**src/rtl/ats_flow_input_arbiter.sv**
```systemverilog
// Frame-granular round-robin arbiter sharing one detect_flow_core between PORT_NUM
// ingress streams; a tag FIFO pairs each returned flow ID with its frame's source port.
module ats_flow_input_arbiter #(
   parameter int DATA_WIDTH     = 8,
   parameter int PORT_NUM       = 4,
   parameter int PORT_WIDTH     = 2,
   parameter int FLOW_WIDTH     = 8,
   parameter int TAG_FIFO_DEPTH = 4
) (
   input  logic                           clk,
   input  logic                           rstn,
   input  logic [PORT_NUM*DATA_WIDTH-1:0] s_axis_tdata,
   input  logic [PORT_NUM-1:0]            s_axis_tvalid,
   output logic [PORT_NUM-1:0]            s_axis_tready,
   input  logic [PORT_NUM-1:0]            s_axis_tlast,
   output logic [DATA_WIDTH-1:0]          m_axis_tdata,
   output logic                           m_axis_tvalid,
   input  logic                           m_axis_tready,
   output logic                           m_axis_tlast,
   input  logic [FLOW_WIDTH-1:0]          s_axis_flow_tdata,
   input  logic                           s_axis_flow_tvalid,
   output logic                           s_axis_flow_tready,
   output logic [FLOW_WIDTH-1:0]          m_axis_flow_tdata,
   output logic [PORT_WIDTH-1:0]          m_axis_flow_tport,
   output logic                           m_axis_flow_tvalid,
   input  logic                           m_axis_flow_tready,
   output logic                           err_orphan_flow
);
   localparam int AW = $clog2(TAG_FIFO_DEPTH);
   localparam int CW = AW + 1;

   typedef enum logic [0:0] {ST_IDLE = 1'b0, ST_STREAM = 1'b1} state_t;

   state_t                state_r;
   logic [PORT_WIDTH-1:0] grant_r;
   logic [PORT_WIDTH-1:0] last_grant_r;
   logic [PORT_WIDTH-1:0] tag_mem_r [TAG_FIFO_DEPTH];
   logic [AW-1:0]         wr_ptr_r;
   logic [AW-1:0]         rd_ptr_r;
   logic [CW-1:0]         count_r;
   logic                  err_r;

   logic [DATA_WIDTH-1:0] port_data_s [PORT_NUM];
   logic [PORT_WIDTH-1:0] sel_port_s;
   logic [PORT_WIDTH-1:0] idx_s;
   logic                  sel_found_s;
   logic                  fifo_full_s;
   logic                  fifo_empty_s;
   logic                  push_s;
   logic                  pop_s;
   logic                  beat_last_s;

   // Descending scan so the port closest after last_grant overrides the others.
   always_comb begin
      sel_port_s = {PORT_WIDTH{1'b0}};
      idx_s      = {PORT_WIDTH{1'b0}};
      for (int i = PORT_NUM; i >= 1; i--) begin
         idx_s      = PORT_WIDTH'((int'(last_grant_r) + i) % PORT_NUM);
         sel_port_s = s_axis_tvalid[idx_s] ? idx_s : sel_port_s;
      end
      sel_found_s = |s_axis_tvalid;
   end

   always_comb begin
      for (int p = 0; p < PORT_NUM; p++) begin
         port_data_s[p] = s_axis_tdata[p*DATA_WIDTH +: DATA_WIDTH];
      end
   end

   always_comb begin
      s_axis_tready = {PORT_NUM{1'b0}};
      if (state_r == ST_STREAM) begin
         m_axis_tdata           = port_data_s[grant_r];
         m_axis_tvalid          = s_axis_tvalid[grant_r];
         m_axis_tlast           = s_axis_tlast[grant_r];
         s_axis_tready[grant_r] = m_axis_tready;
      end else begin
         m_axis_tdata  = {DATA_WIDTH{1'b0}};
         m_axis_tvalid = 1'b0;
         m_axis_tlast  = 1'b0;
      end
   end

   // Full is judged on the registered count, so a same-cycle pop cannot unblock a grant.
   assign fifo_full_s        = (count_r == CW'(TAG_FIFO_DEPTH));
   assign fifo_empty_s       = (count_r == {CW{1'b0}});
   assign push_s             = (state_r == ST_IDLE) && sel_found_s && !fifo_full_s;
   assign pop_s              = s_axis_flow_tvalid && s_axis_flow_tready;
   assign beat_last_s        = m_axis_tvalid && m_axis_tready && m_axis_tlast;

   assign m_axis_flow_tvalid = s_axis_flow_tvalid && !fifo_empty_s;
   assign s_axis_flow_tready = m_axis_flow_tready && !fifo_empty_s;
   assign m_axis_flow_tdata  = s_axis_flow_tdata;
   assign m_axis_flow_tport  = tag_mem_r[rd_ptr_r];
   assign err_orphan_flow    = err_r;

   always_ff @(posedge clk or negedge rstn) begin
      if (!rstn) begin
         state_r      <= ST_IDLE;
         grant_r      <= {PORT_WIDTH{1'b0}};
         last_grant_r <= PORT_WIDTH'(PORT_NUM - 1);
      end else begin
         case (state_r)
            ST_IDLE: begin
               if (push_s) begin
                  grant_r      <= sel_port_s;
                  last_grant_r <= sel_port_s;
                  state_r      <= ST_STREAM;
               end
            end
            ST_STREAM: begin
               if (beat_last_s) begin
                  state_r <= ST_IDLE;
               end
            end
            default: state_r <= ST_IDLE;
         endcase
      end
   end

   always_ff @(posedge clk or negedge rstn) begin
      if (!rstn) begin
         for (int i = 0; i < TAG_FIFO_DEPTH; i++) begin
            tag_mem_r[i] <= {PORT_WIDTH{1'b0}};
         end
         wr_ptr_r <= {AW{1'b0}};
         rd_ptr_r <= {AW{1'b0}};
         count_r  <= {CW{1'b0}};
         err_r    <= 1'b0;
      end else begin
         if (push_s) begin
            tag_mem_r[wr_ptr_r] <= sel_port_s;
            wr_ptr_r            <= wr_ptr_r + AW'(1);
         end
         if (pop_s) begin
            rd_ptr_r <= rd_ptr_r + AW'(1);
         end
         case ({push_s, pop_s})
            2'b10:   count_r <= count_r + CW'(1);
            2'b01:   count_r <= count_r - CW'(1);
            default: count_r <= count_r;
         endcase
         // A flow ID with no outstanding frame is left unaccepted and flagged.
         if (s_axis_flow_tvalid && fifo_empty_s) begin
            err_r <= 1'b1;
         end
      end
   end

endmodule

```
**config.mk**
```make
export PLATFORM = sky130hd
export DESIGN_NAME = ats_flow_input_arbiter
export DESIGN_NICKNAME = d
export VERILOG_FILES = /design/src/rtl/ats_flow_input_arbiter.sv
export SDC_FILE = /design/constraint.sdc
export NUM_CORES = 1
export LEC_CHECK = 0
export ABC_AREA = 1
export CAP_MARGIN = 10
export CORE_UTILIZATION = 28
export CTS_CLUSTER_SIZE = 14
export DETAILED_ROUTE_END_ITERATION = 8
export PLACE_DENSITY = 0.63
export SLEW_MARGIN = 10
export SYNTH_ARGS = -nofsm -noshare
export SYNTH_HDL_FRONTEND = slang
export SYNTH_SLANG_ARGS = --single-unit
```
**constraint.sdc**
```tcl
create_clock -name clk -period 2.62 [get_ports clk]
set_clock_uncertainty 0.15 [all_clocks]
set_input_delay 0.655 -clock clk [delete_from_list [all_inputs] [get_ports clk]]
set_output_delay 0.655 -clock clk [all_outputs]
set_load 0.1 [all_outputs]
```
==> results of run 1 <==
==> cell families after synthesis <==
kind of cell / Yosys count / share of synthesized area [%]
AND/OR/NAND/NOR: 125 / 35.1
buffers and inverters: 41 / 12.7
flip-flops: 21 / 32.5
adder cells (fa/ha/maj): 6 / 5.09
XOR/XNOR: 5 / 2.70
AO/OA/AOI/OAI: 30 / 11.9
==> state kept, by name, summed over array words and instances, names as in the netlist <==
signal           count
grant_r              2
state_r              1
wr_ptr_r             2
tag_mem_r            8
err_orphan_flow      1
rd_ptr_r             2
last_grant_r         2
count_r              3
==> power by group <==
part / switching, mW / leakage, nW / internal, mW / total, mW
clock: 0.104 / 0.0228 / 0.108 / 0.212
combinational: 2.09 / 1.01 / 1.14 / 3.23
sequential: 0.154 / 0.249 / 0.488 / 0.642
==> cell type report <==
cell class,instances,area [µm²],share of cell area (%)
multi-input combinational,166,1000,37.0
timing repair buffer,77,921,34.0
inverter,30,120,4.44
tap,72,90.1,3.33
sequential,21,529,19.6
clock buffer,4,45.0,1.66
==> cells in the mapped netlist (5+ instances only) <==
library cell  count  share of area, %
a31oi_1           9               3.5
dfrtp_1          19                29
nand2_1          79                18
nand2_2          18               6.9
inv_2            10               2.3
ha_1              5               3.9
nor2_1           11               2.5
inv_1            19               4.4
o21ai_0           7               2.2
buf_4             8               3.7
nand3_1           8               2.5
a22oi_1           9               4.2
==> routing by layer <==
metal,vias to the layer above,wire [µm]
met2,22,2260
met1,749,1880
li1,859,-
met3,9,81
met5,-,0
met4,0,106
==> stage by stage <==
stage                     cell area, µm²  worst slack [ns]  util [%]  power [mW]  instances
after floorplan                     1720            -0.145         -        2.89        228
after global placement              2640           -0.0876      47.7        3.87        367
after detailed placement            2640            -0.140      47.7        3.88        367
after CTS                           2680           0.00374      48.4        4.11        370
after global routing                2710            0.0118      48.8        4.34        370
final                               2710            0.0458      48.8        4.09        370
==> worst max-delay path: cells and delay by family <==
family	cells	cell delay [ns]
buf+inv	4	0.85
simple gates	3	0.26
==> what timing repair did <==
action | CTS | global route
gates resized for setup | 0 | 7
hold buffers | 0 | 0
hold endpoints to repair | 0 | 0
pin swaps | 2 | 2
setup endpoints to repair | 1 | 6
setup buffers | 0 | 0
==> worst max path at each step <==
stage                           from                to  slack [ns]
finish              s_axis_tvalid[0]     m_axis_tvalid        0.05
global route        s_axis_tvalid[0]     m_axis_tvalid        0.01
CTS                 s_axis_tvalid[1]     m_axis_tvalid       0.004
detailed placement  s_axis_tvalid[1]        count_r[2]       -0.14
global placement    s_axis_tvalid[1]        count_r[2]       -0.09
floorplan              m_axis_tready  s_axis_tready[0]       -0.14
==> impl_metrics.tcl, run 1 <==
set metrics [dict create \
    worst-setup-path-type "input pin to output pin" \
    hold-path-endpoint "err_orphan_flow" \
    grt_pass1_wl_um 7420 \
    grt_use_met2_pct 27.7 \
    drt_iter0_drc 47 \
    rsz0062_at_grt "false" \
    chipHeight_um 78.1 \
    cts_buffers 3 \
    drt-vias-per-instance 4.43 \
    die_x_um 78.1 \
    finalCriticalPeriod_ns 2.57 \
    crit_chain "clkdlybuf4s50_1 -> buf_4 -> nand2_1 -> nand4_1 -> inv_1 -> nor2_2 -> buf_12" \
    cp.required_ns 1.81 \
    busiest_layer "met2" \
    start_util_pct 29.3 \
    drive_above_1_share_pct 31.9 \
    diodes 0 \
    synthFlopType "dfrtp_1" \
    synth_nets 287 \
    r2r_cells 12 \
    gp_congestion 0.742 \
    ys_types 30 \
    holdPathStages 1 \
    final_common_cell "nand2_1" \
    syn_inst 228 \
    clkSlewWorstSetupHoldPaths_ns 0.07 \
    grt.total_usage_pct 15.3 \
    area_growth_pct 66.8 \
    grt_pass1_vias 1667 \
    final_antenna_net_count 0 \
    cts_max_path_buffers 2 \
    crit_path_max_fanout 2 \
    h-tree-depth 1 \
    slew_viol_final 0 \
    p_leak_nw 1.29 \
    synth-edff-count 0 \
    tightest_slew_ns 0.312 \
    setup_viol 0 \
    ys_ff_latch 21 \
    rr_startpoint "count_r[0]" \
    outcome "complete, no violations" \
    tns_ns 0 \
    cp.arrival_ns 1.77 \
    period_share_pct 98.3 \
    drv_cap 0 \
    worstReg2RegEnd "count_r[2]" \
    fin_nets 358 \
    vdd_drop_max_mv 0.641 \
    top_level_ports 80 \
    drt-total-wl_um 4320 \
    num_rows 27 \
    slew_headroom_pct 79.2 \
    timing.final.hold_violations 0 \
    final_cell_mix "78 x nand2_1, 41 x clkdlybuf4s50_1, 19 x inv_1, 19 x nand2_2" \
    cts.sinks 21 \
    async_flop_share_pct 100 \
    min_from "err_orphan_flow" \
    grt_max_degree 22 \
    syn_avg_cell_area_um2 7.12 \
    gr-total-overflow 0 \
    synth_warnings 0 \
    use_met1_pct 17.9 \
    dieArea_um2 6100 \
    max_freq_mhz 388 \
    start_kind "input pin" \
    holdWs_ns 0.335 \
    critPathMaxStageDelay_ns 0.48 \
    gr-usage-met3_pct 1.40 \
    power_density_nw_per_um2 1510 \
    port_buffers 63 \
    num_vias 1639 \
    netlist_area_um2 1620 \
    core_area_um2 5540 \
    antenna_found_initial 0 \
    avgRoutedWirePerCell_um 11.7 \
    crit_path_top_delay_cell "clkdlybuf4s50_1" \
    cts_tree "built" \
    drtPass1Iterations 4 \
    hpwl_um 3450 \
    min_path_type "register to register" \
    synth_sequential_area_ratio_pct 32.5 \
    clock_latency_ns 0.26 \
    drc_errors 0 \
    cts_root_buf "clkbuf_8" \
    fill_cells 524 \
    r2r_slack_ns 0.50 \
    cp-end-kind "output pin" \
]
Note: power is estimated with default switching activity, not from simulation.
==> run 2: changes to the inputs <==
--- a/config.mk
+++ b/config.mk
@@ -7,10 +7,11 @@
 export LEC_CHECK = 0
 export ABC_AREA = 1
 export CAP_MARGIN = 10
-export CORE_UTILIZATION = 28
+export CORE_UTILIZATION = 41
 export CTS_CLUSTER_SIZE = 14
 export DETAILED_ROUTE_END_ITERATION = 8
-export PLACE_DENSITY = 0.63
+export PLACE_DENSITY = 0.85
+export REMOVE_ABC_BUFFERS = 1
 export SLEW_MARGIN = 10
 export SYNTH_ARGS = -nofsm -noshare
 export SYNTH_HDL_FRONTEND = slang
==> run 2 against run 1 <==
Compared with the run above:
- die area is 31% lower
- critical path depth down 1
- core utilization up 21 points
- worst setup slack better by 0.022 ns
- combinational power is 3% lower
- first-iteration DRC count is 4.3% higher
- critical endpoint unchanged
==> impl_metrics.tcl, run 2 (synthesis results as in run 1) <==
set metrics [dict create \
    outcome "complete, no violations" \
    pwr-share-clk_pct 5.3 \
    drive_above_1_share_pct 26.5 \
    grt_pass1_vias 1702 \
    holdPathStages 2 \
    placed_area_um2 2500 \
    fin_cells 346 \
    drt_iter0_drc 49 \
    rsz0062_at_grt "false" \
    largest-register "tag_mem_r" \
    drt-total-wl_um 4380 \
    timing.final.hold_violations 0 \
    final_cell_mix "79 x nand2_1, 42 x clkdlybuf4s50_1, 19 x inv_1" \
    placed_cells 341 \
    final_antenna_net_count 0 \
    diodes 0 \
    gp_congestion 0.869 \
    cts_max_path_buffers 2 \
    power_frac_comb_pct 78.5 \
    drc_errors 0 \
    final_cell_area_um2 2580 \
    avgRoutedWirePerCell_um 12.6 \
    num_vias 1706 \
    vdd_drop_max_mv 0.624 \
    setup_viol 0 \
    num_rows 22 \
    grt.total_usage_pct 21.8 \
    power.switching_mw 2.30 \
    gr-total-overflow 0 \
    fill_cells 274 \
    cts_tree "built" \
    cp-end-kind "output pin" \
    clkSlewWorstSetupHoldPaths_ns 0.08 \
    antenna_found_initial 0 \
    drt-vias-per-instance 4.93 \
    utilization_pct 69.5 \
    chipHeight_um 64.9 \
    dieArea_um2 4210 \
    drv_cap 0 \
    min_path_type "register to register" \
    finalCriticalPeriod_ns 2.55 \
    slew_viol_final 0 \
    intPower_mw 1.68 \
    grt_pass1_wl_um 7160 \
    holdWs_ns 0.334 \
    grt_max_degree 22 \
    max_freq_mhz 392 \
    min_from "tag_mem_r[5]" \
    cts_buffers 3 \
    clock_latency_ns 0.26 \
    rr_startpoint "count_r[0]" \
    reg_top3 "tag_mem_r x8, count_r x3" \
    hpwl_um 3510 \
    top_level_ports 80 \
    power_density_nw_per_um2 1540 \
    crit_path_max_fanout 3 \
    port_buffers 63 \
    die_x_um 64.9 \
    worst-setup-path-type "input pin to output pin" \
    largest_reg_flops 8 \
    start_kind "input pin" \
    cp.required_ns 1.81 \
    switching_share_pct 57.9 \
    crit_path_start "s_axis_tvalid[0]" \
    final_common_cell "nand2_1" \
    cp.arrival_ns 1.75 \
    r2r_cells 12 \
    h-tree-depth 1 \
    area_growth_pct 59.1 \
    cts.sinks 21 \
    slew_headroom_pct 65.5 \
    hold_buffers 0 \
    r2r_slack_ns 0.56 \
    p_leak_nw 1.27 \
    fin_nets 358 \
    cts_root_buf "clkbuf_8" \
    core_area_um2 3720 \
    worstReg2RegEnd "count_r[2]" \
    drtPass1Iterations 4 \
    pwr-share-seq_pct 16.1 \
    start_util_pct 43.7 \
    period_share_pct 97.4 \
    hold-path-endpoint "tag_mem_r[5]" \
    tightest_slew_ns 0.518 \
]
## run 2: what timing repair did
item                                    CTS  global route
setup buffers                             0             1
pin swaps                                 0             2
gates resized for setup                   2             5
endpoints found under the setup margin   10             7
## run 2: critical path, cell delays in order
cell and delay, ns:
clkdlybuf4s50_1 0.51, nand2_1 0.07, nand4_1 0.12, inv_1 0.06, nor2_2 0.14, buf_12 0.19
## run 2: worst max path at each step
stage / end / slack, ns / depth (start not counted)
after floorplan: s_axis_tready[0] / -0.96 / 2
after global placement: count_r[2] / -0.05 / 10
after detailed placement: count_r[2] / -0.08 / 10
after CTS: m_axis_tvalid / 0.006 / 7
after global routing: m_axis_tdata[0] / 0.005 / 6
final: m_axis_tvalid / 0.07 / 6
## run 2: layout make-up
class                      instances  area [µm²]  area share (%)
timing repair buffer              77         918            35.6
multi-input combinational        166         908            35.2
clock inverter                     1        5.00           0.194
clock buffer                       3        41.3            1.60
inverter                          30         120            4.65
sequential                        21         529            20.5
tap                               48        60.1            2.33
## run 2: metal layers
| metal | up-vias | share of wire [%] | global-route usage [%] | wire length, µm |
|---|---|---|---|---|
| met1 | 769 | 39 | 22.7 | 1720 |
| met2 | 77 | 49 | 40.9 | 2160 |
| li1 | 855 | - | - | - |
| met4 | 0 | 1.3 | 8.06 | 55 |
| met3 | 5 | 10 | 6.16 | 438 |
| met5 | - | 0 | 0 | 0 |
## run 2: power by group through the flow
| stage | logic [mW] | clock network (mW) | registers (mW) |
|---|---|---|---|
| 6_report | 3.12 | 0.212 | 0.642 |
| 5_1_grt | 3.31 | 0.235 | 0.662 |
| 4_1_cts | 3.12 | 0.216 | 0.641 |
| 3_5_place_dp | 3.10 | 0 | 0.639 |
| 3_3_place_gp | 3.04 | 0 | 0.634 |
| 2_1_floorplan | 2.06 | 0 | 0.619 |
## run 2: through the flow
stage / power [mW] / setup WS (ns) / TNS [ns]
floorplan: 2.68 / -0.956 / -9.46
global placement: 3.68 / -0.0541 / -0.0719
detailed placement: 3.74 / -0.0809 / -0.123
CTS: 3.97 / 0.00588 / 0
global route: 4.21 / 0.00484 / 0
finish: 3.98 / 0.0677 / 0
